[config.mk]
export PLATFORM = sky130hd
export DESIGN_NAME = jtvigil_scr2
export DESIGN_NICKNAME = d
export VERILOG_FILES = /design/src/rtl/jtvigil_scr2.sv
export SDC_FILE = /design/constraint.sdc
export NUM_CORES = 1
export LEC_CHECK = 0
export BUFFER_PORTS_ARGS = -buffer_cell sky130_fd_sc_hd__buf_2
export CELL_PAD_IN_SITES_DETAIL_PLACEMENT = 1
export CELL_PAD_IN_SITES_GLOBAL_PLACEMENT = 1
export CORE_ASPECT_RATIO = 1.5
export CORE_UTILIZATION = 41
export CTS_CLUSTER_DIAMETER = 80
export DETAILED_ROUTE_END_ITERATION = 16
export HOLD_SLACK_MARGIN = 0.08
export PLACE_DENSITY = 0.81
export SLEW_MARGIN = 30
export SYNTH_ARGS = -nofsm -noshare
export SYNTH_HDL_FRONTEND = slang
export SYNTH_SLANG_ARGS = --single-unit
[constraint.sdc]
create_clock -name clk -period 6.4 [get_ports clk]
set_input_delay 0.96 -clock clk [delete_from_list [all_inputs] [get_ports clk]]
set_output_delay 0.96 -clock clk [all_outputs]
set_load 0.01 [all_outputs]
[src/rtl/jtvigil_scr2.sv]
// Vigilante rear scroll layer: fetches 8-pixel 4bpp words from graphics ROM,
// applies horizontal scroll and shifts out one pixel per pxl_cen.
//   state    | meaning
//   ST_IDLE  | outside the active window, no ROM request
//   ST_FETCH | request pending for rom_addr, settle guards the first clk
//   ST_HOLD  | word for the next tile captured in buf_q
module jtvigil_scr2 (
  input  logic        clk,
  input  logic        rst,
  input  logic        pxl_cen,
  input  logic [8:0]  h,
  input  logic [8:0]  v,
  input  logic [10:0] scrpos,
  output logic [17:0] rom_addr,
  input  logic [31:0] rom_data,
  output logic        rom_cs,
  input  logic        rom_ok,
  output logic [3:0]  pxl
);
  typedef enum logic [1:0] { ST_IDLE, ST_FETCH, ST_HOLD } st_t;

  st_t         st_q, st_d;
  logic [10:0] spos_q, spos_d;
  logic [17:0] addr_q, addr_d;
  logic        cs_q, cs_d;
  logic        settle_q, settle_d;
  logic [31:0] buf_q, buf_d;
  logic [31:0] shift_q, shift_d;
  logic [3:0]  pxl_q, pxl_d;

  logic [10:0] hx, spos_use, hs;
  logic [7:0]  col_nx;
  logic [17:0] addr_nx;
  logic        start, leave, active, visible, accept, tile;
  logic [31:0] fresh;
  logic        unused_v;

  assign unused_v = v[8];

  // h runs 0..383, so h[8] alone marks the blanking part that maps to hx<0
  assign hx       = h[8] ? ({2'b00, h} - 11'd384) : {2'b00, h};
  assign start    = pxl_cen && (h == 9'd360);
  assign leave    = pxl_cen && (h == 9'd256);
  assign active   = !h[8] || (h >= 9'd360);
  assign visible  = !h[8];
  assign spos_use = start ? scrpos : spos_q;
  assign hs       = hx + spos_use;
  assign col_nx   = hs[10:3] + 8'd1;
  assign addr_nx  = {1'b0, col_nx, v[7:0], 1'b0};
  assign accept   = (st_q == ST_FETCH) && !settle_q && rom_ok;
  assign tile     = (hs[2:0] == 3'd0);

  // Data arriving on the boundary clk counts as a hit; still fetching is a miss
  assign fresh = accept ? rom_data : ((st_q == ST_HOLD) ? buf_q : 32'd0);

  always_comb begin
    st_d     = st_q;
    spos_d   = spos_q;
    addr_d   = addr_q;
    cs_d     = cs_q;
    settle_d = 1'b0;
    buf_d    = buf_q;
    shift_d  = shift_q;
    pxl_d    = pxl_q;
    if (accept) begin
      buf_d = rom_data;
      cs_d  = 1'b0;
      st_d  = ST_HOLD;
    end
    if (pxl_cen) begin
      pxl_d = 4'd0;
      if (start) begin
        spos_d   = scrpos;
        addr_d   = addr_nx;
        cs_d     = 1'b1;
        settle_d = 1'b1;
        st_d     = ST_FETCH;
      end else if (leave) begin
        st_d = ST_IDLE;
        cs_d = 1'b0;
      end else if (active && (st_q != ST_IDLE)) begin
        if (tile) begin
          shift_d  = fresh << 4;
          if (visible) pxl_d = fresh[31:28];
          addr_d   = addr_nx;
          cs_d     = 1'b1;
          settle_d = 1'b1;
          st_d     = ST_FETCH;
        end else begin
          shift_d = shift_q << 4;
          if (visible) pxl_d = shift_q[31:28];
        end
      end
    end
  end

  always_ff @(posedge clk) begin
    if (rst) begin
      st_q     <= ST_IDLE;
      spos_q   <= 11'd0;
      addr_q   <= 18'd0;
      cs_q     <= 1'b0;
      settle_q <= 1'b0;
      buf_q    <= 32'd0;
      shift_q  <= 32'd0;
      pxl_q    <= 4'd0;
    end else begin
      st_q     <= st_d;
      spos_q   <= spos_d;
      addr_q   <= addr_d;
      cs_q     <= cs_d;
      settle_q <= settle_d;
      buf_q    <= buf_d;
      shift_q  <= shift_d;
      pxl_q    <= pxl_d;
    end
  end

  assign rom_addr = addr_q;
  assign rom_cs   = cs_q;
  assign pxl      = pxl_q;
endmodule
After elaboration in Yosys (flattened, before gate mapping):

Index checks and enable logic that the tools add are counted.

* flip-flop bits (word level): 101
* bits of input ports: 65
* output and inout port bits: 23
* logic and storage cells: 66

* add/subtract/negate cells: 3
* magnitude comparators: 1
* equal/unequal tests: 5
* mux-type cells: 31
* bitwise gates (word level): 3
* reductions and logical operators: 15

Operators by type and width (count)
* 32-bit 2-to-1 mux: 3
* 18-bit 2-to-1 mux: 4
* 4-bit 2-to-1 mux: 6
* 11-bit 2-to-1 mux: 2
* 9-bit == test, second input constant: 2
* 2-bit 2-to-1 mux: 6
* 11-bit adder: 1
* 1-bit 2-to-1 mux: 10
* 9-bit by 9-bit subtractor with 10-bit output, second input constant: 1
* 9-bit >= comparator, second input constant: 1
* 8-bit by 1-bit adder with 8-bit output, second input constant: 1
* 4-bit AND reduction: 2
* 2-bit nonzero test: 3
* 1-bit logical AND: 5
* 3-bit zero test: 1
* 1-bit NOT: 3
* 2-bit by 1-bit == test with 1-bit output, second input constant: 1
* 2-bit == test, second input constant: 1
* 1-bit zero test: 2
* 2-bit != test, second input constant: 1
* 2-bit OR reduction: 1
* 1-bit logical OR: 1

Longest topological paths before layout:

* depth after elaboration: 10
* gate-level depth with buffers: 14
* mapped depth without buffers: 13

Worst setup path after synthesis:

Ideal clock, no wire load.

* path kind: input to register
* start: in h[1]
* end: reg addr_q[16], in the netlist rom_addr[16]
* setup time: 0.091 ns
* arrival time: 4.854 ns
* data required time: 6.309 ns
* slack: 1.456 ns
* stages: 12
* buffers on the path: 1
* path through: or4_4 nor4_4 clkbuf_1 mux2_2 ha_1 a21o_1 a221o_1 o21a_1 or2_1 o41a_1 or3_1 a311oi_1

* longest elaborated chain between the ends: 9
* elaborated cells on any way between the ends: 21
* those cells by class: 3 x add/sub; 1 x order compare; 3 x eq/ne; 6 x mux; 8 x reduce/logical

Ends and longest elaborated chain
* start: declaration: line 11 `input logic [8:0] h,`
* 9-bit == test (*): line 42 `assign start = pxl_cen && (h == 9'd360);`
* 1-bit logical AND (*): line 42
* 11-bit 2-to-1 mux (*)
* named net spos_use[5]: line 31 `logic [10:0] hx, spos_use, hs;`
* 11-bit adder (*): line 47 `assign hs = hx + spos_use;`
* 8-bit by 1-bit adder with 8-bit output (*): line 48 `assign col_nx = hs[10:3] + 8'd1;`
* 18-bit 2-to-1 mux: line 82 `if (tile) begin`
* 18-bit 2-to-1 mux: line 81 `end else if (active && (st_q != ST_IDLE)) begin`
* 18-bit 2-to-1 mux: line 78 `end else if (leave) begin`
* 18-bit 2-to-1 mux (*): line 72 `if (start) begin`
* end signal: assignment: line 110 `addr_q <= addr_d;`
* end: declaration: line 24 `logic [17:0] addr_q, addr_d;`

Mark *: on every way through the listed nets, which the timed path passes. The rest lies on a longest branch. The select of a mux whose other input is x is not followed.
A chain may end at the register's enable or synchronous reset.

Worst setup path in the final report:

Same ends and word-level chain as after synthesis.

==> impl_metrics.tcl <==
set metrics [dict create \
    crit_fanout 13 \
    hold_violations 0 \
    synth_top_area_cell "dfxtp_1" \
    yosys_warnings 0 \
    rr_endpoint "rom_addr[16]$_SDFFE_PP0P_" \
    worstReg2RegStart "spos_q[4]$_SDFFE_PP0P_" \
    cts_setup_buffers 0 \
    setup_tns_ns 0 \
    num_antenna_cells 0 \
    grt_pass1_wl_mm 20.5 \
    stdcell_count 774 \
    ant_nets 0 \
    ys_ff_latch 95 \
    routed_wl_mm 12.5 \
    ys.flop_type "dfxtp_1" \
    slew_viol_final 0 \
    grt-ovfl-total 0 \
    num_rows 47 \
    fmaxAchievable_mhz 192 \
    synth_common_cells "124 x nand2_1, 95 x dfxtp_1, 72 x a21oi_1" \
    min_to "buf_q[27]$_SDFFE_PP0P_" \
    ys_types 56 \
    dieArea_um2 11700 \
    grt_max_degree 93 \
    synth_seq_area_share 0.413 \
    whs_path_depth 2 \
    synth-compound-area-share 0.202 \
    finalClockSkew_ns 0.00607 \
    cts.sinks 95 \
    synth.area.top_cells "dfxtp_1 41%, nand2_1 10%, a21oi_1 7.8%" \
    die-width_um 88.5 \
    fin_crit_ns 5.20 \
    synth.most_common_cell "nand2_1" \
    first_pass_iters 4 \
    clock_path_buffers 2 \
    routed_via_density 5.40 \
    crit_chain "buf_2 -> or4_4 -> nor4_4 -> mux2_2 -> ha_1 -> and2_1 -> a221oi_2 -> nand3_1 -> and3_2 -> o41a_1 -> or3_1 -> a311oi_1" \
    initial_core_util 0.418 \
    synthesis.area_um2 4600 \
    synth_top_area_share 0.413 \
    grt_pass1_vias 4408 \
    cts.clk_slew.worst_paths_ns 0.06 \
    wl_per_cell_um 16.2 \
    vias 4181 \
    cts_made_buffers 9 \
    min_path_type "flop to flop" \
    cts_tree "done" \
    maxCapViolCount 0 \
    drtIter0Drc 158 \
    hold_start "buf_q[27]$_SDFFE_PP0P_" \
    worstPathArrival_ns 5.45 \
    status "finished, final reports clean" \
    worstMarginPinSlew_ns 0.949 \
    pwr_density_cell_nw_per_um2 229 \
    die_h_um 132 \
    r2r_slack_ns 3.18 \
    avgSynthCellArea_um2 8.22 \
    synth_xor_area_frac 0.0209 \
    htree_levels 3 \
    dp_hpwl_mm 8.83 \
    layout-drive-gt1-share 0.204 \
    grt_use_total 0.225 \
    max-slew-margin-rel 0.367 \
    cts-root-buf "clkbuf_16" \
    synthSimpleGateAreaFrac 0.227 \
    drc 0 \
    io_pins 88 \
    critical_path_required_ns 6.65 \
    synthToLayoutAreaGrowth_pct 17.4 \
    cpPeakStageDelay_ns 0.80 \
    rsz0062_at_grt "no" \
    slowest_stage "nor4_4" \
    io_buffers 84 \
    place_inst 758 \
    yosys-mux-area-fraction 0.0481 \
    r2r_cells 9 \
    async_flop_share 0 \
    postCtsHoldBufs 0 \
    cp-end-kind "flop" \
    peakVddDrop_mv 0.133 \
    synth_edf_count 0 \
    ctsResizeCount 0 \
    core_um2 11000 \
    nets 701 \
    leakage_nw 2.06 \
    path_class "input pin to flop" \
    antenna_found_initial 0 \
    setup_viol 0 \
    syn_inst 560 \
    gp_congestion 0.895 \
    clkLatencyLatePin_ns 0.34 \
    worst_setup_path_start_kind "input pin" \
    synth_top_family_by_area "simple AND/OR/NAND/NOR gates" \
    synthAdderAreaFrac 0.0397 \
    post-route-period-util 0.813 \
]
[kinds of logic after synthesis]
group,after synthesis
AOI/OAI and AO/OA,140
xor gates and xnor gates,11
adders and majority gates,14
buffers and inverters,46
DFF,95
muxes,21
other,1
and+or+nand+nor,232
[layout by cell type (no fill, tap or decap), drive strengths merged, types with 12 or more instances in the layout]
cell type | synthesis | final
buf | 9 | 88
a21oi | 72 | 72
mux2i | 12 | 12
nand2 | 124 | 124
nor2b | 12 | 12
nor2 | 56 | 56
ha | 13 | 13
dfxtp | 95 | 95
a311o | 24 | 24
[report_power, final]
group | switching, W | total, W | internal [W]
Sequential | 0.000000167 | 0.000591 | 0.000591
Clock | 0.000228 | 0.000570 | 0.000342
Combinational | 0.0000461 | 0.0000764 | 0.0000303
Total | 0.000274 | 0.00124 | 0.000963
[worst max-delay path by stage]
stage | from | to | slack, ns | cells past startpoint
2_1_floorplan | h[1] | rom_addr[16]$_SDFFE_PP0P_ | 1.46 | 12
3_3_place_gp | h[1] | rom_addr[16]$_SDFFE_PP0P_ | 0.98 | 12
3_5_place_dp | h[1] | rom_addr[16]$_SDFFE_PP0P_ | 0.85 | 12
4_1_cts | h[1] | rom_addr[16]$_SDFFE_PP0P_ | 1.20 | 12
5_1_grt | h[1] | rom_addr[16]$_SDFFE_PP0P_ | 1.05 | 12
6_report | h[1] | rom_addr[16]$_SDFFE_PP0P_ | 1.20 | 12
[through the flow]
stage / area, um^2 / worst slack, ns / total power (W) / hold WS, ns / utilization
detailed placement: 5080 / 0.849 / 0.000681 / 0.450 / 0.462
CTS: 5390 / 1.20 / 0.00125 / 0.461 / 0.490
global placement: 5080 / 0.984 / 0.000679 / 0.442 / 0.462
global route: 5400 / 1.05 / 0.00128 / 0.480 / 0.491
finish: 5400 / 1.20 / 0.00124 / 0.461 / 0.491
floorplan: 4610 / 1.46 / 0.000648 / 0.427 / -
[metal layers]
layer	vias up	wire (um)	part of all wire	track usage
met5	-	0	0	0
met4	0	240	0.019	0.0842
met3	18	385	0.031	0.0476
met2	66	6980	0.56	0.417
met1	2035	4930	0.39	0.242
li1	2062	-	-	-
[sequential cells by signal, indices dropped and copies added (netlist names)]
signal,cells
buf_q,32
rom_cs,1
shift_q,28
st_q,2
spos_q,11
pxl,4
rom_addr,16
settle_q,1
[critical path: cells and delay by family]
| kind | cells | cell delay [ns] |
|---|---|---|
| buffers and inverters | 1 | 0.12 |
| AO/OA/AOI/OAI | 3 | 1.18 |
| adder cells (fa/ha/maj) | 1 | 0.35 |
| AND/OR/NAND/NOR | 6 | 2.40 |
| multiplexers | 1 | 0.43 |
[final cells by class]
| type | instances | area [um^2] |
|---|---|---|
| Clock buffer | 10 | 229 |
| Clock inverter | 6 | 83.8 |
| Fill cell | 1386 | 5590 |
| Inverter | 8 | 30.0 |
| Multi-Input combinational cell | 420 | 2520 |
| Sequential cell | 95 | 1900 |
| Tap cell | 147 | 184 |
| Timing Repair Buffer | 88 | 450 |
No activity file was read; power rests on OpenSTA's default activity.
